`src/rtl/ttt_board_controller.sv`:
```
// rtl/ttt_board_controller.sv - 3x3 tic-tac-toe board, cursor, vblank-synchronous commit and win scan
// Define CURSOR_WRAP_EN to wrap the cursor at board edges; otherwise edge moves saturate.
module ttt_board_controller #(
  parameter logic [3:0] CURSOR_HOME  = 4'd4,
  parameter logic       FIRST_PLAYER = 1'b0
) (
  input  logic       clk_25Mhz,
  input  logic       rst,
  input  logic       btn_up,
  input  logic       btn_down,
  input  logic       btn_left,
  input  logic       btn_right,
  input  logic       btn_place,
  input  logic       new_game,
  input  logic       frame_start,
  input  logic [3:0] rd_cell,
  output logic [1:0] rd_mark,
  output logic [3:0] cursor,
  output logic       turn,
  output logic [1:0] status,
  output logic [2:0] win_line,
  output logic       busy,
  output logic       illegal
);
  localparam logic [1:0] S_PLAY    = 2'd0;
  localparam logic [1:0] S_PENDING = 2'd1;
  localparam logic [1:0] S_CHECK   = 2'd2;
  localparam logic [1:0] S_OVER    = 2'd3;

`ifdef CURSOR_WRAP_EN
  localparam logic WRAP = 1'b1;
`else
  localparam logic WRAP = 1'b0;
`endif

  logic [1:0] r_state;
  logic [1:0] r_board [0:8];
  logic [3:0] r_cursor;
  logic [3:0] r_pend_idx;
  logic [3:0] r_move_cnt;
  logic [2:0] r_line_idx;
  logic [2:0] r_win_line;
  logic [1:0] r_status;
  logic       r_turn;
  logic       r_illegal;

  logic [1:0] w_row;
  logic [1:0] w_col;
  logic [3:0] w_next_cursor;
  logic [3:0] w_a;
  logic [3:0] w_b;
  logic [3:0] w_c;
  logic [1:0] w_mark;
  logic       w_line_hit;
  logic       w_cell_taken;

  always_comb begin
    w_row = 2'd0;
    if (r_cursor >= 4'd6)      w_row = 2'd2;
    else if (r_cursor >= 4'd3) w_row = 2'd1;
  end

  assign w_col = 2'(r_cursor - {1'b0, w_row, 1'b0} - {2'b00, w_row});

  // Only one direction applies per cycle: up > down > left > right.
  always_comb begin
    w_next_cursor = r_cursor;
    if (btn_up) begin
      if (w_row != 2'd0)  w_next_cursor = r_cursor - 4'd3;
      else if (WRAP)      w_next_cursor = r_cursor + 4'd6;
    end else if (btn_down) begin
      if (w_row != 2'd2)  w_next_cursor = r_cursor + 4'd3;
      else if (WRAP)      w_next_cursor = r_cursor - 4'd6;
    end else if (btn_left) begin
      if (w_col != 2'd0)  w_next_cursor = r_cursor - 4'd1;
      else if (WRAP)      w_next_cursor = r_cursor + 4'd2;
    end else if (btn_right) begin
      if (w_col != 2'd2)  w_next_cursor = r_cursor + 4'd1;
      else if (WRAP)      w_next_cursor = r_cursor - 4'd2;
    end
  end

  always_comb begin
    case (r_line_idx)
      3'd0:    {w_a, w_b, w_c} = {4'd0, 4'd1, 4'd2};
      3'd1:    {w_a, w_b, w_c} = {4'd3, 4'd4, 4'd5};
      3'd2:    {w_a, w_b, w_c} = {4'd6, 4'd7, 4'd8};
      3'd3:    {w_a, w_b, w_c} = {4'd0, 4'd3, 4'd6};
      3'd4:    {w_a, w_b, w_c} = {4'd1, 4'd4, 4'd7};
      3'd5:    {w_a, w_b, w_c} = {4'd2, 4'd5, 4'd8};
      3'd6:    {w_a, w_b, w_c} = {4'd0, 4'd4, 4'd8};
      default: {w_a, w_b, w_c} = {4'd2, 4'd4, 4'd6};
    endcase
  end

  assign w_mark       = r_turn ? 2'b10 : 2'b01;
  assign w_line_hit   = (r_board[w_a] == w_mark) && (r_board[w_b] == w_mark) && (r_board[w_c] == w_mark);
  assign w_cell_taken = (r_board[r_cursor] != 2'b00);

  always_ff @(posedge clk_25Mhz or posedge rst) begin
    if (rst) begin
      for (int i = 0; i < 9; i++) r_board[i] <= 2'b00;
      r_state    <= S_PLAY;
      r_cursor   <= CURSOR_HOME;
      r_pend_idx <= 4'd0;
      r_move_cnt <= 4'd0;
      r_line_idx <= 3'd0;
      r_win_line <= 3'd0;
      r_status   <= 2'b00;
      r_turn     <= FIRST_PLAYER;
      r_illegal  <= 1'b0;
    end else begin
      r_illegal <= 1'b0;
      if (new_game) begin
        for (int i = 0; i < 9; i++) r_board[i] <= 2'b00;
        r_state    <= S_PLAY;
        r_cursor   <= CURSOR_HOME;
        r_move_cnt <= 4'd0;
        r_line_idx <= 3'd0;
        r_win_line <= 3'd0;
        r_status   <= 2'b00;
        r_turn     <= FIRST_PLAYER;
      end else begin
        case (r_state)
          S_PLAY: begin
            if (btn_place) begin
              if (w_cell_taken) begin
                r_illegal <= 1'b1;
              end else begin
                r_pend_idx <= r_cursor;
                r_state    <= S_PENDING;
              end
            end else begin
              r_cursor <= w_next_cursor;
            end
          end
          S_PENDING: begin
            // Board only changes in vertical blank so the renderer never sees a half-updated frame.
            if (frame_start) begin
              r_board[r_pend_idx] <= w_mark;
              if (r_move_cnt != 4'd9) r_move_cnt <= r_move_cnt + 4'd1;
              r_line_idx <= 3'd0;
              r_state    <= S_CHECK;
            end
          end
          S_CHECK: begin
            if (w_line_hit) begin
              r_status   <= r_turn ? 2'b10 : 2'b01;
              r_win_line <= r_line_idx;
              r_state    <= S_OVER;
            end else if (r_line_idx == 3'd7) begin
              if (r_move_cnt == 4'd9) begin
                r_status <= 2'b11;
                r_state  <= S_OVER;
              end else begin
                r_turn  <= ~r_turn;
                r_state <= S_PLAY;
              end
            end else begin
              r_line_idx <= r_line_idx + 3'd1;
            end
          end
          default: ;
        endcase
      end
    end
  end

  assign rd_mark  = (rd_cell <= 4'd8) ? r_board[rd_cell] : 2'b00;
  assign cursor   = r_cursor;
  assign turn     = r_turn;
  assign status   = r_status;
  assign win_line = r_win_line;
  assign busy     = (r_state == S_PENDING) || (r_state == S_CHECK);
  assign illegal  = r_illegal;

endmodule
```
`config.mk`:
```
export PLATFORM = sky130hd
export DESIGN_NAME = ttt_board_controller
export DESIGN_NICKNAME = d
export VERILOG_FILES = /design/src/rtl/ttt_board_controller.sv
export SDC_FILE = /design/constraint.sdc
export NUM_CORES = 1
export LEC_CHECK = 0
export BUFFER_PORTS_ARGS = -buffer_cell sky130_fd_sc_hd__buf_2
export CORE_MARGIN = 2
export CORE_UTILIZATION = 50
export DETAILED_ROUTE_END_ITERATION = 6
export HOLD_SLACK_MARGIN = 0.12
export PLACE_DENSITY = 0.73
export SYNTH_ARGS = -nofsm -noshare
export SYNTH_HDL_FRONTEND = slang
export SYNTH_SLANG_ARGS = --single-unit
```
`constraint.sdc`:
```
create_clock -name clk_25Mhz -period 9.6 [get_ports clk_25Mhz]
set_clock_uncertainty 0.05 [all_clocks]
set_input_delay 0.96 -clock clk_25Mhz [delete_from_list [all_inputs] [get_ports clk_25Mhz]]
set_output_delay 0.96 -clock clk_25Mhz [all_outputs]
set_load 0.01 [all_outputs]
```
; Word level (Yosys, flattened, before mapping)
; Index checks and enable logic that the tools add are counted.
; W data, S select, Z words.
[totals]
ff_bits = 42
input_bits = 13
out_inout_bits = 14
[classes]
add_sub_neg = 8
order_cmp = 10
n_eq_ne = 28
n_mux = 73
n_bitwise = 9
reduce_logical = 33
[ops]
columns = operator, n
row1 = $mux W4, 15
row2 = $mux W18, 3
row3 = $mux W2, 26
row4 = $bmux W2 S4, 5
row5 = $ge A5 B5 Y1 const B, 6
row6 = $not A4 Y5, 6
row7 = $pmux W3 S4, 2
row8 = $mux W3, 7
row9 = $reduce_bool A2 Y1, 10
row10 = $bwmux W18, 1
row11 = $pmux W4 S4, 1
row12 = $ne A3 B3 Y1 const B, 5
row13 = $eq A3 B3 Y1 const B, 4
row14 = $reduce_and A4 Y1, 3
row15 = $mux W1, 10
row16 = $reduce_bool A5 Y1, 2
row17 = $reduce_bool A3 Y1, 3
row18 = $add A4 B1 Y4 const B, 2
row19 = $demux W2 S4, 1
row20 = $ne A2 B2 Y1 const B, 4
row21 = $ne A4 B4 Y1 const B, 2
row22 = $reduce_and A7 Y1, 1
row23 = $eq A2 B2 Y1, 3
row24 = $eq A3 B2 Y1 const B, 2
row25 = 29 further kinds, 37

; Longest topological paths before layout
[depth]
ltp_word = 14
depth_mapped = 14
depth_no_buf = 14

; Worst setup path after synthesis
; Ideal clock, no wire load.
[synth_timing]
path_type = reg2reg
startpoint = register r_line_idx[0]
endpoint = register r_state[1]
setup_ps = 94
arrival_time_ps = 2996
t_required_ps = 9456
path_slack_ps = 6460
path_stages_with_launch = 13
path_buffers = 2
period_less_slack_ps = 3140
path_cell_list = dfrtp_1 > inv_1 > ha_1 > buf_2 > mux2i_4 > mux4_2 > a21o_1 > a2111o_1 > o31ai_2 > o22a_2 > buf_4 > o32ai_1 > a211oi_1
[synth_via]
elab_chain_len = 13
word_cells_on_any_way = 35
cone_classes = eq/ne (11) / mux (15) / bitwise (3) / reduce/logical (6)
[synth_rtl]
columns = element, line
row1 = "start, declared", 41  ; logic [2:0] r_line_idx;
row2 = "start signal, assigned", 160  ; r_line_idx <= r_line_idx + 3'd1;
row3 = $eq A3 B3 Y1 (tied with other cells), 84  ; case (r_line_idx)
row4 = $reduce_or A3 Y1 (no line), -
row5 = $pmux W3 S4, 84
row6 = $not A4 Y5 (not written as such), 97  ; assign w_line_hit = (r_board[w_a] == w_mark) && (r_board[w_b] == w_mark) && (r_board[w_c] == w_mark);
row7 = $bmux W2 S4, 97
row8 = $mux W2 (not written as such) (2 in series), 97
row9 = $eq A2 B2 Y1, 97
row10 = $logic_and A1 B1 Y1 (2 in series), 97
row11 = $mux W2, 147  ; if (w_line_hit) begin
row12 = $pmux W2 S3, 124  ; case (r_state)
row13 = $mux W2, 114  ; if (new_game) begin
row14 = "end signal, assigned", 103  ; r_state <= S_PLAY;
row15 = "end signal, assigned", 116  ; r_state <= S_PLAY;
row16 = "end signal, assigned", 150  ; r_state <= S_OVER;
row17 = "end, declared", 36  ; logic [1:0] r_state;
; Several ways; a longest one is shown, not always the timed one. The select of a mux whose other input is x is not followed.
; A chain may end at the register's enable or synchronous reset.

; Worst setup path in the final report
[layout_timing]
startpoint = register r_line_idx[1]
endpoint = register r_line_idx[0]
[layout_via]
elab_chain_len = 12
word_cells_on_any_way = 33
cone_classes = eq/ne (12) / mux (12) / bitwise (3) / reduce/logical (6)
[layout_rtl]
columns = element, line
row1 = $eq A3 B3 Y1 (tied with other cells), 84
row2 = $reduce_or A3 Y1 (no line), -
row3 = $pmux W3 S4, 84
row4 = $not A4 Y5 (not written as such), 97
row5 = $bmux W2 S4, 97
row6 = $mux W2 (not written as such) (2 in series), 97
row7 = $eq A2 B2 Y1, 97
row8 = $logic_and A1 B1 Y1 (2 in series), 97
row9 = $ne A3 B3 Y1 (no line), -
row10 = $reduce_and A4 Y1 (no line) (*), -
; Mark *: on every way between the ends. The rest lies on a longest branch, timed or not. The select of a mux whose other input is x is not followed.

==> impl_metrics.json <==
{
  "hold_buffers": 0,
  "finalNetCount": 421,
  "crit_start": "r_line_idx[1]$_DFFE_PP0P_",
  "initial_core_util": 0.522,
  "port_buffers": 26,
  "peakVddDrop_v": 0.000192,
  "syn_area_sq_um": 3330,
  "power.switching_mw": 0.257,
  "critPathMaxStageDelay_ns": 0.52,
  "post_cts_buffers": 0,
  "worstMarginPinSlew_ns": 0.869,
  "drive_above_1_share": 0.157,
  "wl_um": 7640,
  "reg2reg_from": "r_line_idx[1]$_DFFE_PP0P_",
  "crit_path_end_kind": "flop",
  "core_region_area_sq_um": 6390,
  "area_delta_synth_final_pct": 7.81,
  "num-fill-cells": 594,
  "syn-num-nets": 406,
  "hold_viol": 0,
  "power.total_mw": 0.667,
  "tns_ns": 0,
  "place_congestion": 0.922,
  "ys_seq_area_frac": 0.316,
  "drv_cap": 0,
  "num_rows": 29,
  "track_usage": 0.214,
  "setup_ws_ns": 6.09,
  "start_kind": "flop",
  "path_clk_slew_ns": 0.07,
  "final_cell_mix": "41 x dfrtp_1, 36 x nor2_1, 33 x nand2_1, 27 x a21oi_1, 26 x buf_2",
  "period_needed_ns": 3.51,
  "ys.flop_type": "dfrtp_1",
  "critPathArrivalTime_ns": 3.65,
  "synth_seq_cells": 42,
  "via_per_inst": 6.13,
  "clockBufferDepth": 2,
  "relSlewSlack": 0.420,
  "setup_viol": 0,
  "worstPathMaxFanout": 15,
  "cts_buffers": 5,
  "hp-start": "win_line[1]$_DFFE_PP0P_",
  "critical_path.cell_chain": "inv_1, ha_1, a21oi_1, nor2b_1, o31ai_1, a2111o_1, o31ai_2, o22a_2, or4_1, a211oi_1",
  "wire_per_inst_um": 16.4,
  "grt_max_degree": 52,
  "pwr-share-comb": 0.433,
  "grt_pass1_vias": 2665,
  "vias": 2858,
  "intPower_mw": 0.411,
  "n_antenna_cell": 0,
  "ys_async_sr_fraction": 1.00,
  "drt-pass1-iter-count": 4,
  "drtAntennaViolNets": 0,
  "utilization": 0.563,
  "clockRootBuffer": "clkbuf_8",
  "switching_share": 0.385,
  "cts_tree": "built",
  "grt_pass1_wl_um": 12800,
  "dp_slack_ns": 6.14,
  "slew_violations": 0,
  "power_frac_clock": 0.207,
  "netlist_instances": 373,
  "dp.cells": 458,
  "ctsResizeCount": 0,
  "period_share": 0.366,
  "die_y_um": 85.6,
  "htree_levels": 2,
  "worstSkewPairLatency_ns": 0.29,
  "drt_iter0_drc": 313,
  "rsz0062_at_grt": "no",
  "clock_sinks": 42,
  "dpl.hpwl_um": 5570,
  "cp_slowest_cell": "o31ai_1",
  "power.leakage_nw": 1.49,
  "grt.overflow.total": 0,
  "antenna_found_initial": 0,
  "synth_edf_count": 0,
  "worstSetupPathType": "flop to flop",
  "seq_power_share": 0.360,
  "yosys_warnings": 0,
  "final_cells": 466,
  "layout_commonest_cell": "dfrtp_1",
  "dieArea_sq_um": 7330,
  "max_freq_mhz": 285,
  "power_density_nw_per_um2": 186,
  "hp-class": "flop to flop",
  "cp.required_ns": 9.74,
  "top_level_ports": 27,
  "syn-mean-instance-area_sq_um": 8.93,
  "ys_types": 64,
  "status": "finished, final reports clean",
  "drc": 0,
  "chipWidth_um": 85.6
}
## metrics by stage
| step | area (sq um) | hold WS, ns |
|---|---|---|
| detailed placement | 3490 | 0.464 |
| finish | 3590 | 0.470 |
| floorplan | 3330 | 0.462 |
| global route | 3590 | 0.518 |
| CTS | 3590 | 0.474 |
| global placement | 3490 | 0.458 |
## power by group through the flow
| stage | combinational, mW | clock, mW | sequential (mW) |
|---|---|---|---|
| after global routing | 0.330 | 0.149 | 0.247 |
| after global placement | 0.280 | 0 | 0.241 |
| after floorplan | 0.234 | 0 | 0.230 |
| after CTS | 0.291 | 0.142 | 0.240 |
| final | 0.289 | 0.138 | 0.240 |
| after detailed placement | 0.289 | 0 | 0.243 |
## final timing paths
| check | end | cells after the start | slack, ns |
|---|---|---|---|
| setup reg to reg | r_line_idx[0]$_DFFE_PP0P_ | 10 | 6.09 |
| setup / recovery | r_line_idx[0]$_DFFE_PP0P_ | 10 | 6.09 |
| hold reg to reg | win_line[1]$_DFFE_PP0P_ | 2 | 0.47 |
| hold / removal | win_line[1]$_DFFE_PP0P_ | 2 | 0.47 |
| min in group asynchronous | r_move_cnt[0]$_DFFE_PP0P_ | 3 | 0.73 |
| max in group asynchronous | cursor[2]$_DFFE_PP1P_ | 3 | 8.38 |
## Yosys cell counts (6+ instances only)
master	n	area share
o21a_1	6	0.014
nand2_1	33	0.037
nor2_1	36	0.041
a211oi_1	11	0.025
clkbuf_1	13	0.015
a21oi_1	27	0.041
o21ai_0	15	0.023
mux2_2	6	0.020
nand3_1	13	0.020
a311oi_1	7	0.018
nor3_1	9	0.014
mux4_2	8	0.054
mux2i_1	16	0.048
nor2b_1	10	0.019
inv_1	20	0.023
ha_1	19	0.071
dfrtp_1	41	0.31
## cell families after synthesis
logic type	after synthesis	synth area share
simple gates	132	0.200
fa+ha+maj	20	0.0774
mux	31	0.129
compound gates	99	0.205
flops	42	0.316
buf+inv	41	0.0511
xor+xnor	8	0.0210
## layer usage
layer,global-route usage,wire length (um),part of all wire,vias up
met5,0,0,0,-
met4,0.0577,118,0.015,0
met3,0.0212,361,0.047,11
met2,0.335,3550,0.46,70
met1,0.320,3610,0.47,1377
li1,-,-,-,1400
## critical path: cells and delay by family (launching register included)
kind                       cells  cell delay (ns)
DFF                            1             0.44
buffers and inverters          1             0.12
and+or+nand+nor                2             0.72
AOI/OAI and AO/OA              6             1.63
adders and majority gates      1             0.46
## cell type report
type | instances | area [sq um] | area share
Clock buffer | 7 | 76.3 | 0.0212
Clock inverter | 1 | 30.0 | 0.00836
Inverter | 20 | 75.1 | 0.0209
Multi-Input combinational cell | 290 | 2110 | 0.587
Sequential cell | 42 | 1050 | 0.293
Tap cell | 77 | 96.3 | 0.0268
Timing Repair Buffer | 29 | 153 | 0.0425
## sequential cells by signal, summed over array words and instances (netlist names)
register    count
turn            1
r_line_idx      3
status          2
r_state         2
r_pend_idx      4
illegal         1
win_line        3
r_board        18
cursor          4
r_move_cnt      4
Power figures use the tool's default switching activity.
